**src/rtl/uart_rx.sv**
```systemverilog
// uart_rx: oversampling serial receiver.
// Recovers DBIT-data-bit, no-parity frames from the asynchronous rx line using
// the shared 16x baud tick. Each good byte is presented on dout together with a
// one-cycle rx_done_tick. A low stop bit gives a one-cycle frame_err instead,
// and dout keeps its previous value.
//
//   state    | meaning
//   ---------+-------------------------------------------------------------
//   ST_IDLE  | line idle; waiting for rx_s to fall (no tick needed)
//   ST_START | counting 8 ticks to mid start bit; high there is a glitch
//   ST_DATA  | sampling one data bit every 16 ticks, LSB first
//   ST_STOP  | stop bit sampled at s=15; frame resolved at s=SB_TICK-1
module uart_rx #(
  parameter int DBIT    = 8,
  parameter int SB_TICK = 16
) (
  input  logic            clk,
  input  logic            reset,
  input  logic            s_tick,
  input  logic            rx,
  output logic [DBIT-1:0] dout,
  output logic            rx_done_tick,
  output logic            frame_err
);

  // The tick counter must reach SB_TICK-1 in the stop state, so it grows
  // beyond 4 bits for 1.5 and 2 stop-bit builds.
  localparam int SW = (SB_TICK > 16) ? $clog2(SB_TICK) : 4;
  localparam int NW = (DBIT > 1) ? $clog2(DBIT) : 1;

  localparam logic [SW-1:0] S_MID      = SW'(7);
  localparam logic [SW-1:0] S_LAST     = SW'(15);
  localparam logic [SW-1:0] S_STOP_END = SW'(SB_TICK - 1);
  localparam logic [SW-1:0] S_ONE      = SW'(1);
  localparam logic [NW-1:0] N_LAST     = NW'(DBIT - 1);
  localparam logic [NW-1:0] N_ONE      = NW'(1);

  typedef enum logic [1:0] {
    ST_IDLE  = 2'd0,
    ST_START = 2'd1,
    ST_DATA  = 2'd2,
    ST_STOP  = 2'd3
  } state_t;

  logic            rx_meta;
  logic            rx_s;

  state_t          state_q, state_d;
  logic [SW-1:0]   s_q, s_d;
  logic [NW-1:0]   n_q, n_d;
  logic [DBIT-1:0] b_q, b_d;
  logic            stop_q, stop_d;
  logic            stop_bit;
  logic            done_d;
  logic            err_d;

  // Two-flop synchronizer; resets to the idle-high line level so a reset
  // never looks like a start edge.
  always_ff @(posedge clk) begin
    if (reset) begin
      rx_meta <= 1'b1;
      rx_s    <= 1'b1;
    end else begin
      rx_meta <= rx;
      rx_s    <= rx_meta;
    end
  end

  // Next-state, counter and strobe decode; everything except the idle exit
  // advances only on a baud tick.
  always_comb begin
    state_d  = state_q;
    s_d      = s_q;
    n_d      = n_q;
    b_d      = b_q;
    stop_d   = stop_q;
    stop_bit = stop_q;
    done_d   = 1'b0;
    err_d    = 1'b0;

    case (state_q)
      ST_IDLE: begin
        if (!rx_s) begin
          state_d = ST_START;
          s_d     = '0;
        end
      end

      ST_START: begin
        if (s_tick) begin
          if (s_q == S_MID) begin
            if (!rx_s) begin
              state_d = ST_DATA;
              s_d     = '0;
              n_d     = '0;
            end else begin
              state_d = ST_IDLE;
            end
          end else begin
            s_d = s_q + S_ONE;
          end
        end
      end

      ST_DATA: begin
        if (s_tick) begin
          if (s_q == S_LAST) begin
            s_d = '0;
            b_d = {rx_s, b_q[DBIT-1:1]};
            if (n_q == N_LAST) begin
              state_d = ST_STOP;
            end else begin
              n_d = n_q + N_ONE;
            end
          end else begin
            s_d = s_q + S_ONE;
          end
        end
      end

      ST_STOP: begin
        if (s_tick) begin
          // With one stop bit the sample point and the end of the state fall
          // on the same tick, so the live value bypasses the held copy.
          if (s_q == S_LAST) begin
            stop_d   = rx_s;
            stop_bit = rx_s;
          end
          if (s_q == S_STOP_END) begin
            state_d = ST_IDLE;
            if (stop_bit) begin
              done_d = 1'b1;
            end else begin
              err_d = 1'b1;
            end
          end else begin
            s_d = s_q + S_ONE;
          end
        end
      end

      default: begin
        state_d = ST_IDLE;
      end
    endcase
  end

  // State, counters, shift register and the registered output stage.
  always_ff @(posedge clk) begin
    if (reset) begin
      state_q      <= ST_IDLE;
      s_q          <= '0;
      n_q          <= '0;
      b_q          <= '0;
      stop_q       <= 1'b1;
      dout         <= '0;
      rx_done_tick <= 1'b0;
      frame_err    <= 1'b0;
    end else begin
      state_q      <= state_d;
      s_q          <= s_d;
      n_q          <= n_d;
      b_q          <= b_d;
      stop_q       <= stop_d;
      rx_done_tick <= done_d;
      frame_err    <= err_d;
      if (done_d) begin
        dout <= b_q;
      end
    end
  end

endmodule

```
**config.mk**
```make
export PLATFORM = sky130hd
export DESIGN_NAME = uart_rx
export DESIGN_NICKNAME = d
export VERILOG_FILES = /design/src/rtl/uart_rx.sv
export SDC_FILE = /design/constraint.sdc
export NUM_CORES = 1
export LEC_CHECK = 0
export BUFFER_PORTS_ARGS = -buffer_cell sky130_fd_sc_hd__buf_2
export CAP_MARGIN = 0
export CORE_ASPECT_RATIO = 1.25
export CORE_UTILIZATION = 56
export DETAILED_ROUTE_END_ITERATION = 16
export HOLD_SLACK_MARGIN = 0.1
export PLACE_DENSITY_LB_ADDON = 0.25
export SLEW_MARGIN = 0
export SYNTH_ARGS = -nofsm -noshare
export SYNTH_HDL_FRONTEND = slang
export SYNTH_SLANG_ARGS = --single-unit
```
**constraint.sdc**
```tcl
create_clock -name clk -period 2.1 [get_ports clk]
set_input_delay 0.21 -clock clk [delete_from_list [all_inputs] [get_ports clk]]
set_output_delay 0.21 -clock clk [all_outputs]
set_load 0.01 [all_outputs]
```
==> impl_results.html <==
<table>
<tr><th>Metric</th><th>Value</th></tr>
<tr><th colspan="2">Clock tree</th></tr>
<tr><td>Clock transition at the registers of the reported paths</td><td>0.09 ns</td></tr>
<tr><td>Insertion delay of the later-clocked pin in the worst-skew pair</td><td>0.33 ns</td></tr>
<tr><td>Clock buffer count from CTS</td><td>5</td></tr>
<tr><td>Maximum clock path buffer count</td><td>2</td></tr>
<tr><td>Number of sinks driven by the clock tree</td><td>29</td></tr>
<tr><td>H-tree depth</td><td>2</td></tr>
<tr><td>TritonCTS clock tree</td><td>done</td></tr>
<tr><td>Post-cts sizing count</td><td>0</td></tr>
<tr><td>Buffer type at the clock tree root</td><td>clkbuf_4</td></tr>
<tr><th colspan="2">Worst hold path</th></tr>
<tr><td>Class of the most critical hold timing path</td><td>in2reg</td></tr>
<tr><td>Hold path startpoint</td><td>s_tick</td></tr>
<tr><th colspan="2">Worst setup path</th></tr>
<tr><td>Crit path buffers/inverters</td><td>0</td></tr>
<tr><td>Biggest fanout along the worst timing path</td><td>8</td></tr>
<tr><td>Data arrival time of the critical path</td><td>2.11 ns</td></tr>
<tr><td>Required time of the critical path</td><td>2.30 ns</td></tr>
<tr><td>Family of cells with the greatest summed delay on the critical path</td><td>simple AND/OR/NAND/NOR gates</td></tr>
<tr><td>Chain of cells forming the critical path</td><td>ha_1 &gt; nand2_2 &gt; or4_1 &gt; mux2i_1 &gt; nor2_1</td></tr>
<tr><td>Beginning of the critical path</td><td>s_q[0]</td></tr>
<tr><td>Capturing element type of the critical path</td><td>register</td></tr>
<tr><td>Element type at the critical path start</td><td>register</td></tr>
<tr><td>Critical Path Slowest Stage Cell</td><td>or4_1</td></tr>
<tr><td>Classification of the worst setup path</td><td>reg2reg</td></tr>
<tr><td>R2r startpoint</td><td>s_q[0]</td></tr>
<tr><td>Highest cell delay on the worst timing path</td><td>0.67 ns</td></tr>
<tr><th colspan="2">Synth</th></tr>
<tr><td>Share of the synthesized area in the top cell type</td><td>46.2%</td></tr>
<tr><td>Portion of the post-synthesis area used by sequential elements</td><td>46.2%</td></tr>
<tr><td>Most area-consuming cells after synthesis</td><td>dfxtp_1 46%, mux2i_1 16%, nor2_1 6.6%, nor3_1 3.6%, ha_1 3.0%</td></tr>
<tr><td>Yosys warns</td><td>0</td></tr>
<tr><td>Cell type contributing the most total cell area after synthesis</td><td>dfxtp_1</td></tr>
<tr><td>Number of synthesized register bits</td><td>29</td></tr>
<tr><td>Number of standard cells after synthesis</td><td>132</td></tr>
<tr><td>Number of nets produced by synthesis</td><td>139</td></tr>
<tr><td>Number of unique standard cell types used by synthesis</td><td>33</td></tr>
<tr><td>Post-Synthesis Cell Area</td><td>1260 µm²</td></tr>
<tr><td>Per-instance average area after synthesis</td><td>9.52 µm²</td></tr>
<tr><th colspan="2">Route</th></tr>
<tr><td>Vias per inst</td><td>5.30</td></tr>
<tr><td>Iteration-0 DRC Markers</td><td>21</td></tr>
<tr><td>Post-route antenna net violation count</td><td>0</td></tr>
<tr><td>Drt wl/cell</td><td>12.0 µm</td></tr>
<tr><td>DR vias</td><td>944</td></tr>
<tr><td>Drt total wl</td><td>2.14 mm</td></tr>
<tr><td>DR DRC count</td><td>0</td></tr>
<tr><td>Detailed Routing Iterations Pass 1</td><td>4</td></tr>
<tr><th colspan="2">Global routing</th></tr>
<tr><td>Largest net degree at the start of global routing</td><td>33</td></tr>
<tr><td>Via count of the first global-routing pass</td><td>818</td></tr>
<tr><td>GRT Resource Usage Total</td><td>20.3%</td></tr>
<tr><td>Number of antenna violations at the first check in global routing</td><td>0</td></tr>
<tr><td>First-pass GRT wire length</td><td>3.45 mm</td></tr>
<tr><td>GR Overflow Total</td><td>0</td></tr>
<tr><th colspan="2">STA</th></tr>
<tr><td>Largest clock skew in the final design</td><td>0.0127 ns</td></tr>
<tr><td>Fmax</td><td>522 MHz</td></tr>
<tr><td>Final period util</td><td>91.1%</td></tr>
<tr><td>Final count of hold timing violations</td><td>0</td></tr>
<tr><td>Slew margin rel.</td><td>67.2%</td></tr>
<tr><td>Worst Max-Slew Pin Slew</td><td>0.492 ns</td></tr>
<tr><td>Final count of pins violating max slew</td><td>0</td></tr>
<tr><td>RSZ-0062 raised after global routing</td><td>no</td></tr>
<tr><td>Period minus WS final</td><td>1.91 ns</td></tr>
<tr><td>Number of endpoints failing setup at the final stage</td><td>0</td></tr>
<tr><td>Total negative setup slack</td><td>0 ns</td></tr>
<tr><th colspan="2">Cells and area</th></tr>
<tr><td>Area growth from synthesis to final layout</td><td>10.1%</td></tr>
<tr><td>Total inserted antenna cells</td><td>0</td></tr>
<tr><td>Filler cell count in the final layout</td><td>173</td></tr>
<tr><td>Layout cell share with drive strength beyond 1</td><td>18.2%</td></tr>
<tr><td>Final layout net count</td><td>154</td></tr>
<tr><th colspan="2">Power</th></tr>
<tr><td>Worst vdd rail ir drop</td><td>476 µV</td></tr>
<tr><td>PwrDens</td><td>652 nW/µm²</td></tr>
<tr><td>Static Leak</td><td>0.608 nW</td></tr>
<tr><td>Final total power</td><td>0.902 mW</td></tr>
<tr><th colspan="2">Outcome</th></tr>
<tr><td>Outcome</td><td>complete, no violations</td></tr>
<tr><th colspan="2">Die</th></tr>
<tr><td>Die Outline Area</td><td>2440 µm²</td></tr>
<tr><td>Die boundary width</td><td>44.4 µm</td></tr>
<tr><td>Starting density of the core</td><td>61.3%</td></tr>
<tr><td>Number of top-level pins</td><td>14</td></tr>
<tr><td>Rows</td><td>18</td></tr>
<tr><td>Vertical extent of the die</td><td>55.0 µm</td></tr>
<tr><td>Core region area</td><td>2050 µm²</td></tr>
<tr><th colspan="2">Place</th></tr>
<tr><td>Number of port buffers</td><td>13</td></tr>
<tr><td>Final weighted congestion in routability-driven placement</td><td>0.916</td></tr>
<tr><td>Dpl hpwl</td><td>1.46 mm</td></tr>
<tr><th colspan="2">Job</th></tr>
<tr><td>MaxCap Viol Count</td><td>0</td></tr>
</table>
-- cell families after synthesis --
| family | count (synthesis) | synth area share (%) |
|---|---|---|
| AND/OR/NAND/NOR | 51 | 19.8 |
| flip-flops | 29 | 46.2 |
| multiplexers | 20 | 15.9 |
| AO/OA/AOI/OAI | 16 | 8.96 |
| buffers and inverters | 12 | 5.38 |
| adder cells (fa/ha/maj) | 3 | 2.99 |
| XOR/XNOR | 1 | 0.697 |
-- power by group --
part | total, mW | switching, mW | leakage, nW | internal [mW]
clock network | 0.316 | 0.189 | 0.0320 | 0.127
registers | 0.559 | 0.00554 | 0.234 | 0.553
logic | 0.0273 | 0.0165 | 0.342 | 0.0109
total | 0.902 | 0.211 | 0.608 | 0.691
-- timing repair --
| item | CTS | global route |
|---|---|---|
| endpoints found under the hold margin | 1 | 0 |
| hold buffers | 1 | 0 |
| buffers inserted | 0 | 0 |
-- worst reg2reg max path: cells and delay by family, from the launching register on --
kind / cells / cell delay (ns)
fa+ha+maj: 1 / 0.26
flops: 1 / 0.41
mux: 1 / 0.26
simple gates: 3 / 0.86
-- registers in the layout (all words and copies together), names as in the netlist, named ones only --
register / cells
b_q: 8
dout: 8
s_q: 4
n_q: 3
frame_err: 1
rx_done_tick: 1
rx_meta: 1
rx_s: 1
state_q: 1
-- Yosys cell counts --
cell and count:
a22oi_1 1, o221a_2 1, or2b_1 1, xnor2_1 1, nor3_1 9, nand3b_1 1, or4_1 1, nand3_2 1
nand2_2 1, o21bai_1 1, o211ai_1 1, or3_1 1, a211oi_1 2, nand2b_1 5, nand3_1 2, dfxtp_1 29
buf_6 2, a31oi_1 2, o32ai_1 1, or2_2 2, nor2_1 22, clkbuf_1 2, a41oi_1 1, inv_1 4
buf_2 3, nand2_1 4, and2b_1 1, a221oi_1 1, mux2i_1 20, ha_1 3, a21oi_1 1, buf_4 1
o21ai_0 4
-- layout make-up --
cell class | count | area (µm²) | area share [%]
multi-input cells | 91 | 608 | 44.0
flip-flops and latches | 29 | 581 | 42.0
repair buffers | 16 | 90.1 | 6.52
clock buffers | 6 | 41.3 | 2.99
well taps | 30 | 37.5 | 2.71
inverters | 4 | 15.0 | 1.09
clock inverters | 2 | 10.0 | 0.724
-- through the flow --
step | util, % | hold WS, ns | setup WS, ns | cells | area (µm²)
6_report | 67.5 | 0.288 | 0.186 | 178 | 1380
5_1_grt | 67.5 | 0.329 | 0.0608 | 178 | 1380
2_1_floorplan | - | 0.314 | 0.516 | 132 | 1260
4_1_cts | 67.5 | 0.275 | 0.176 | 178 | 1380
3_5_place_dp | 64.5 | 0.397 | 0.179 | 169 | 1320
3_3_place_gp | 64.5 | 0.393 | 0.293 | 169 | 1320
-- metal layers --
metal / GRT usage [%] / part of all wire, % / wire length [µm]
met1: 23.5 / 45 / 965
met4: 11.1 / 1.5 / 31
met2: 33.1 / 50 / 1060
met3: 6.82 / 3.6 / 78
met5: 0 / 0 / 0
-- cells in the final DEF, fill, tap and decap left out, drive strengths merged, types with 2 or more instances in the layout --
master,netlist,final
inv,4,4
nand2,5,5
or2,2,2
ha,3,3
mux2i,20,20
a31oi,2,2
clkinv,0,2
nor2,22,22
clkbuf,2,6
buf,6,15
nand3,3,3
a211oi,2,2
o21ai,4,4
nand2b,5,5
nor3,9,9
dfxtp,29,29
-- path summary, 6_finish.rpt --
check                   to  slack, ns  cells after the start
hold / removal    register       0.29                      4
setup / recovery   dout[2]       0.19                      5
setup reg to reg   dout[2]       0.19                      5
hold reg to reg       rx_s       0.42                      1
(Power assumes the default switching activity.)
